<file path="src/rtl/wish_pack.sv">
// Wishbone-style gearbox: packs NUM_PACK narrow source words into one wide
// destination word, carrying SOP/EOP framing and flushing early on EOP.
module wish_pack #(
  parameter int DATA_WIDTH    = 8,
  parameter int NUM_PACK      = 4,
  parameter int LITTLE_ENDIAN = 1,
  parameter int FLUSH_ON_EOP  = 1
) (
  input  logic                           clk_i,
  input  logic                           rst_i,
  input  logic                           s_stb_i,
  input  logic                           s_cyc_i,
  output logic                           s_ack_o,
  output logic                           s_stall_o,
  input  logic [DATA_WIDTH-1:0]          s_dat_i,
  input  logic [1:0]                     s_tgc_i,
  output logic                           d_stb_o,
  output logic                           d_cyc_o,
  input  logic                           d_ack_i,
  output logic [NUM_PACK*DATA_WIDTH-1:0] d_dat_o,
  output logic [1:0]                     d_tgc_o
);

  localparam int WW = NUM_PACK * DATA_WIDTH;
  localparam int CW = $clog2(NUM_PACK);
  localparam logic [CW-1:0] LAST = CW'(NUM_PACK - 1);

  logic [CW-1:0] cnt_q, cnt_d;
  logic [WW-1:0] acc_q, acc_d;
  logic          first_sop_q, first_sop_d;
  logic          out_valid_q, out_valid_d;
  logic [WW-1:0] out_dat_q, out_dat_d;
  logic [1:0]    out_tgc_q, out_tgc_d;

  logic [CW-1:0] lane_sel;
  logic [WW-1:0] merged;
  logic          closing;
  logic          accept;

  assign lane_sel  = (LITTLE_ENDIAN != 0) ? cnt_q : (LAST - cnt_q);
  assign closing   = (cnt_q == LAST) | ((FLUSH_ON_EOP != 0) & s_tgc_i[1]);
  // Only the closing word needs the output register, so only it can stall.
  assign s_stall_o = !rst_i & closing & out_valid_q & !d_ack_i;
  assign s_ack_o   = !rst_i & !s_stall_o;
  assign accept    = s_stb_i & s_cyc_i & s_ack_o;

  generate
    for (genvar gi = 0; gi < NUM_PACK; gi++) begin : g_lane
      assign merged[gi*DATA_WIDTH +: DATA_WIDTH] =
        (lane_sel == CW'(gi)) ? s_dat_i : acc_q[gi*DATA_WIDTH +: DATA_WIDTH];
    end
  endgenerate

  always_comb begin
    cnt_d       = cnt_q;
    acc_d       = acc_q;
    first_sop_d = first_sop_q;
    out_valid_d = out_valid_q;
    out_dat_d   = out_dat_q;
    out_tgc_d   = out_tgc_q;
    if (accept && closing) begin
      out_dat_d   = merged;
      out_tgc_d   = {s_tgc_i[1], (cnt_q == '0) ? s_tgc_i[0] : first_sop_q};
      out_valid_d = 1'b1;
      acc_d       = '0;
      cnt_d       = '0;
    end else begin
      if (accept) begin
        acc_d = merged;
        cnt_d = cnt_q + 1'b1;
        if (cnt_q == '0) first_sop_d = s_tgc_i[0];
      end
      if (d_ack_i && out_valid_q) out_valid_d = 1'b0;
    end
  end

  always_ff @(posedge clk_i) begin
    if (rst_i) begin
      cnt_q       <= '0;
      acc_q       <= '0;
      first_sop_q <= 1'b0;
      out_valid_q <= 1'b0;
      out_dat_q   <= '0;
      out_tgc_q   <= '0;
    end else begin
      cnt_q       <= cnt_d;
      acc_q       <= acc_d;
      first_sop_q <= first_sop_d;
      out_valid_q <= out_valid_d;
      out_dat_q   <= out_dat_d;
      out_tgc_q   <= out_tgc_d;
    end
  end

  assign d_stb_o = !rst_i & out_valid_q;
  assign d_cyc_o = d_stb_o;
  assign d_dat_o = rst_i ? '0 : out_dat_q;
  assign d_tgc_o = rst_i ? 2'b00 : out_tgc_q;

endmodule
</file>
<file path="config.mk">
export PLATFORM = sky130hd
export DESIGN_NAME = wish_pack
export DESIGN_NICKNAME = d
export VERILOG_FILES = /design/src/rtl/wish_pack.sv
export SDC_FILE = /design/constraint.sdc
export NUM_CORES = 1
export LEC_CHECK = 0
export CAP_MARGIN = 20
export CORE_MARGIN = 5
export CORE_UTILIZATION = 40
export CTS_CLUSTER_SIZE = 16
export DETAILED_ROUTE_END_ITERATION = 7
export PLACE_DENSITY_LB_ADDON = 0.25
export SLEW_MARGIN = 0
export SYNTH_ARGS = -nofsm -noshare
export SYNTH_HDL_FRONTEND = slang
export SYNTH_SLANG_ARGS = --single-unit
</file>
<file path="constraint.sdc">
create_clock -name clk_i -period 5.1 [get_ports clk_i]
set_input_delay 0.51 -clock clk_i [delete_from_list [all_inputs] [get_ports clk_i]]
set_output_delay 0.51 -clock clk_i [all_outputs]
set_load 0.01 [all_outputs]
</file>
==> impl_metrics.prom <==
# TYPE chip_impl_metric gauge
chip_impl_metric{name="finalSetupViolations",unit=""} 0
chip_impl_metric{name="synth_cell_types",unit=""} 27
chip_impl_metric{name="htreeDepth",unit=""} 3
chip_impl_metric{name="clk_sink_count",unit=""} 70
chip_impl_info{name="outcome",value="completed"} 1
chip_impl_metric{name="setup_tns",unit="ns"} 0
chip_impl_metric{name="layoutNonFillerInstCount",unit=""} 451
chip_impl_metric{name="pin_count_of_the_biggest_net_entering_global_routing",unit=""} 74
chip_impl_metric{name="maxSlewViolCount",unit=""} 0
chip_impl_metric{name="die_w",unit="um"} 98.1
chip_impl_metric{name="comb_power_share",unit=""} 0.072
chip_impl_metric{name="floorplan.die_area",unit="mm2"} 0.00963
chip_impl_metric{name="layout.nets",unit=""} 363
chip_impl_metric{name="worstPathMaxFanout",unit=""} 10
chip_impl_metric{name="fp.dieH",unit="um"} 98.1
chip_impl_metric{name="report.final.hold_viol_count",unit=""} 0
chip_impl_metric{name="finalWorstPathRequiredPeriod",unit="ns"} 2.68
chip_impl_metric{name="yosys_warnings",unit=""} 0
chip_impl_metric{name="postSynthRegisterBits",unit=""} 70
chip_impl_metric{name="synth.net_count",unit=""} 322
chip_impl_metric{name="maxSlewHeadroom",unit=""} 0.322
chip_impl_metric{name="max_cap_violations",unit=""} 0
chip_impl_metric{name="static-leakage-power",unit="uW"} 0.00157
chip_impl_info{name="rsz0062_at_grt",value="false"} 1
chip_impl_metric{name="maxClockFrequency",unit="MHz"} 373
chip_impl_metric{name="final.setup_skew",unit="ns"} 0.00633
chip_impl_metric{name="clockPowerShare",unit=""} 0.430
chip_impl_metric{name="post_cts_resized",unit=""} 0
chip_impl_metric{name="cp.arrival",unit="ns"} 2.17
chip_impl_metric{name="worst_hold_path_cell_count",unit=""} 1
chip_impl_metric{name="io-pin-count",unit=""} 53
chip_impl_metric{name="place_inst",unit=""} 434
chip_impl_info{name="hold_path_end",value="acc_q[26]"} 1
chip_impl_metric{name="cts_inserted_buffers",unit=""} 9
chip_impl_metric{name="cts.path.max_buffers",unit=""} 2
chip_impl_metric{name="synth.cell_area",unit="mm2"} 0.00311
chip_impl_metric{name="drt_wl_cell",unit="um"} 14.3
chip_impl_metric{name="design.core.area",unit="mm2"} 0.00765
chip_impl_info{name="worst_r2r_startpoint",value="cnt_q[0]"} 1
chip_impl_metric{name="proportion_of_layout_cells_with_a_drive_suffix_above_1",unit=""} 0.109
chip_impl_metric{name="number_of_global_route_vias_before_repair",unit=""} 2115
chip_impl_metric{name="initial_utilization",unit=""} 0.406
chip_impl_info{name="critPathKind",value="flip-flop to output pin"} 1
chip_impl_metric{name="via_count",unit=""} 2191
chip_impl_metric{name="postSynthCellCount",unit=""} 303
chip_impl_metric{name="portBuffers",unit=""} 52
chip_impl_metric{name="grt_pass1_wl",unit="um"} 10500
chip_impl_metric{name="dr.pass1.iters",unit=""} 4
chip_impl_metric{name="power.share.sequential",unit=""} 0.498
chip_impl_metric{name="p_sw_frac",unit=""} 0.215
chip_impl_metric{name="insertedDiodeCount",unit=""} 0
chip_impl_metric{name="max-vdd-ir-drop",unit="V"} 0.000176
chip_impl_info{name="synth_largest_area_cell",value="dfxtp_1"} 1
chip_impl_metric{name="drc",unit=""} 0
chip_impl_metric{name="post_drt_via_cell_ratio",unit=""} 4.86
chip_impl_metric{name="grt_antenna_before_repair",unit=""} 0
chip_impl_metric{name="final_core_utilization",unit=""} 0.505
chip_impl_metric{name="dr_iter_0_viols",unit=""} 74
chip_impl_info{name="tritoncts",value="built"} 1
chip_impl_metric{name="gp_routability_congestion",unit=""} 0.721
chip_impl_metric{name="overflow",unit=""} 0
chip_impl_metric{name="p_int",unit="uW"} 879
chip_impl_metric{name="timing.reg2reg.worst_path_depth",unit=""} 5
chip_impl_info{name="clock-root-buffer",value="clkbuf_8"} 1
chip_impl_metric{name="hpwl",unit="um"} 4110
chip_impl_metric{name="post-synth-top-area-fraction",unit=""} 0.451
chip_impl_metric{name="cell_row_count",unit=""} 32
chip_impl_metric{name="worst_ep_required_time",unit="ns"} 4.59
chip_impl_metric{name="rrSetupSlack",unit="ns"} 2.90
chip_impl_info{name="hold_path_startpoint",value="acc_q[26]"} 1
chip_impl_info{name="critPathLaunchType",value="flip-flop"} 1
chip_impl_metric{name="p_sw",unit="uW"} 241
chip_impl_metric{name="cts-hold-fix-buffers",unit=""} 0
chip_impl_metric{name="post_cts.repair.setup_buffers",unit=""} 0
chip_impl_metric{name="power.density",unit="mW/mm2"} 290
chip_impl_info{name="worst_hold_path_type",value="flip-flop to flip-flop"} 1
chip_impl_metric{name="detail-route-antenna-nets",unit=""} 0
chip_impl_metric{name="detail_route.wirelength",unit="um"} 6470
chip_impl_metric{name="synthesis.area_per_instance",unit="um2"} 10.2
chip_impl_metric{name="worstSkewPairLatency",unit="ns"} 0.33
chip_impl_metric{name="timing_worst_slew_pin_value",unit="ns"} 1.02
chip_impl_metric{name="period_utilization",unit=""} 0.525
chip_impl_info{name="worst_r2r_end",value="out_dat_q[7]"} 1
chip_impl_metric{name="track_usage",unit=""} 0.136
chip_impl_info{name="synthTopCellsByArea",value="dfxtp_1 45%, mux2i_1 15%, o32ai_1 6.8%"} 1
chip_impl_metric{name="syn2layout_area_growth",unit="%"} 24.5
chip_impl_info{name="crit_end_category",value="output pin"} 1
chip_impl_metric{name="seq_area_frac_synth",unit=""} 0.451
chip_impl_metric{name="cts.clk_slew.worst_paths",unit="ns"} 0.07
sequential cells by signal, indices dropped and copies added, names as in the netlist:
register and flops:
acc_q 32, out_dat_q 32, cnt_q 2, out_tgc_q 2, first_sop_q 1, out_valid_q 1
cells in the mapped netlist:
master,instances
a21o_1,1
a21oi_1,1
a41o_1,1
and3b_1,2
buf_1,3
buf_2,6
buf_4,4
buf_6,2
clkbuf_1,9
dfxtp_1,70
ha_1,4
inv_1,52
mux2_2,12
mux2_4,7
mux2i_1,48
nand2_1,1
nand2b_1,25
nand3_1,3
nand4_1,1
nor2_1,3
nor2_4,1
nor2b_1,11
nor3_1,1
nor3b_1,8
o21a_1,1
o31ai_1,2
o32ai_1,24
worst max-delay path, stage by stage, from the launching register on:
cell and delay (ns):
dfxtp_1 0.36, ha_1 0.51, nor2_4 0.10, nor3_1 0.27, clkdlybuf4s50_1 0.59
area by class of cell:
| class | count | area [um2] |
|---|---|---|
| Clock inverter | 4 | 70.1 |
| Timing Repair Buffer | 54 | 543 |
| Tap cell | 102 | 128 |
| Fill cell | 702 | 3780 |
| Multi-Input combinational cell | 157 | 1380 |
| Inverter | 52 | 195 |
| Clock buffer | 12 | 145 |
| Sequential cell | 70 | 1400 |
metrics by stage:
stage | hold slack [ns] | instance area, um2 | worst slack [ns] | power, uW
after floorplan | 0.453 | 3110 | 3.21 | 620
after global placement | 0.460 | 3630 | 2.28 | 650
after detailed placement | 0.466 | 3630 | 2.24 | 651
after CTS | 0.475 | 3840 | 2.38 | 1130
after global routing | 0.489 | 3860 | 2.27 | 1160
final | 0.473 | 3860 | 2.42 | 1120
logic make-up after synthesis:
group / synth area share
AND/OR/NAND/NOR: 0.114
flip-flops: 0.451
AO/OA/AOI/OAI: 0.0822
buffers and inverters: 0.104
multiplexers: 0.232
adder cells (fa/ha/maj): 0.0161
how the worst max path moves through the flow:
stage | startpoint | end | cells after the start | slack (ns)
finish | cnt_q[0] | s_stall_o | 4 | 2.42
global route | cnt_q[0] | s_stall_o | 4 | 2.27
CTS | cnt_q[0] | s_stall_o | 4 | 2.38
detailed placement | s_stb_i | out_dat_q[28] | 4 | 2.24
global placement | s_stb_i | out_dat_q[28] | 4 | 2.28
floorplan | rst_i | s_stall_o | 4 | 3.21
power by group through the flow:
stage,clock [uW],combinational [uW],sequential [uW]
after floorplan,0,50.8,569
after global placement,0,80.5,569
after detailed placement,0,81.0,570
after CTS,495,81.4,557
after global routing,516,87.9,558
final,481,81.1,557
layer usage:
layer  global-route usage  up-vias  part of all wire
met5                    0        -                 0
met4               0.0660        0             0.018
met3               0.0314       11             0.044
met2                0.208       46              0.44
met1                0.181     1035              0.50
li1                     -     1099                 -
cells in the final DEF, fill, tap and decap left out:
| master | Yosys | layout |
|---|---|---|
| and3b_1 | 2 | 1 |
| nand2_1 | 1 | 1 |
| mux2i_1 | 48 | 48 |
| a21oi_1 | 1 | 1 |
| nor3_1 | 1 | 1 |
| buf_2 | 6 | 1 |
| clkbuf_8 | 0 | 10 |
| buf_4 | 4 | 1 |
| clkbuf_1 | 9 | 2 |
| nor3b_1 | 8 | 8 |
| a21o_1 | 1 | 1 |
| ha_1 | 4 | 4 |
| clkinv_2 | 0 | 2 |
| a41o_1 | 1 | 1 |
| nand3_1 | 3 | 3 |
| mux2_2 | 12 | 12 |
| nand4_1 | 1 | 1 |
| nor2_4 | 1 | 1 |
| clkdlybuf4s50_1 | 0 | 51 |
| inv_1 | 52 | 52 |
| nand2b_1 | 25 | 25 |
| o32ai_1 | 24 | 24 |
| and3b_2 | 0 | 1 |
| bufinv_16 | 0 | 2 |
| nor2b_1 | 11 | 11 |
| o31ai_1 | 2 | 2 |
| nor2_1 | 3 | 3 |
| mux2_4 | 7 | 7 |
| dfxtp_1 | 70 | 70 |
| o21a_1 | 1 | 1 |
| buf_12 | 0 | 1 |
(Power assumes the default switching activity.)
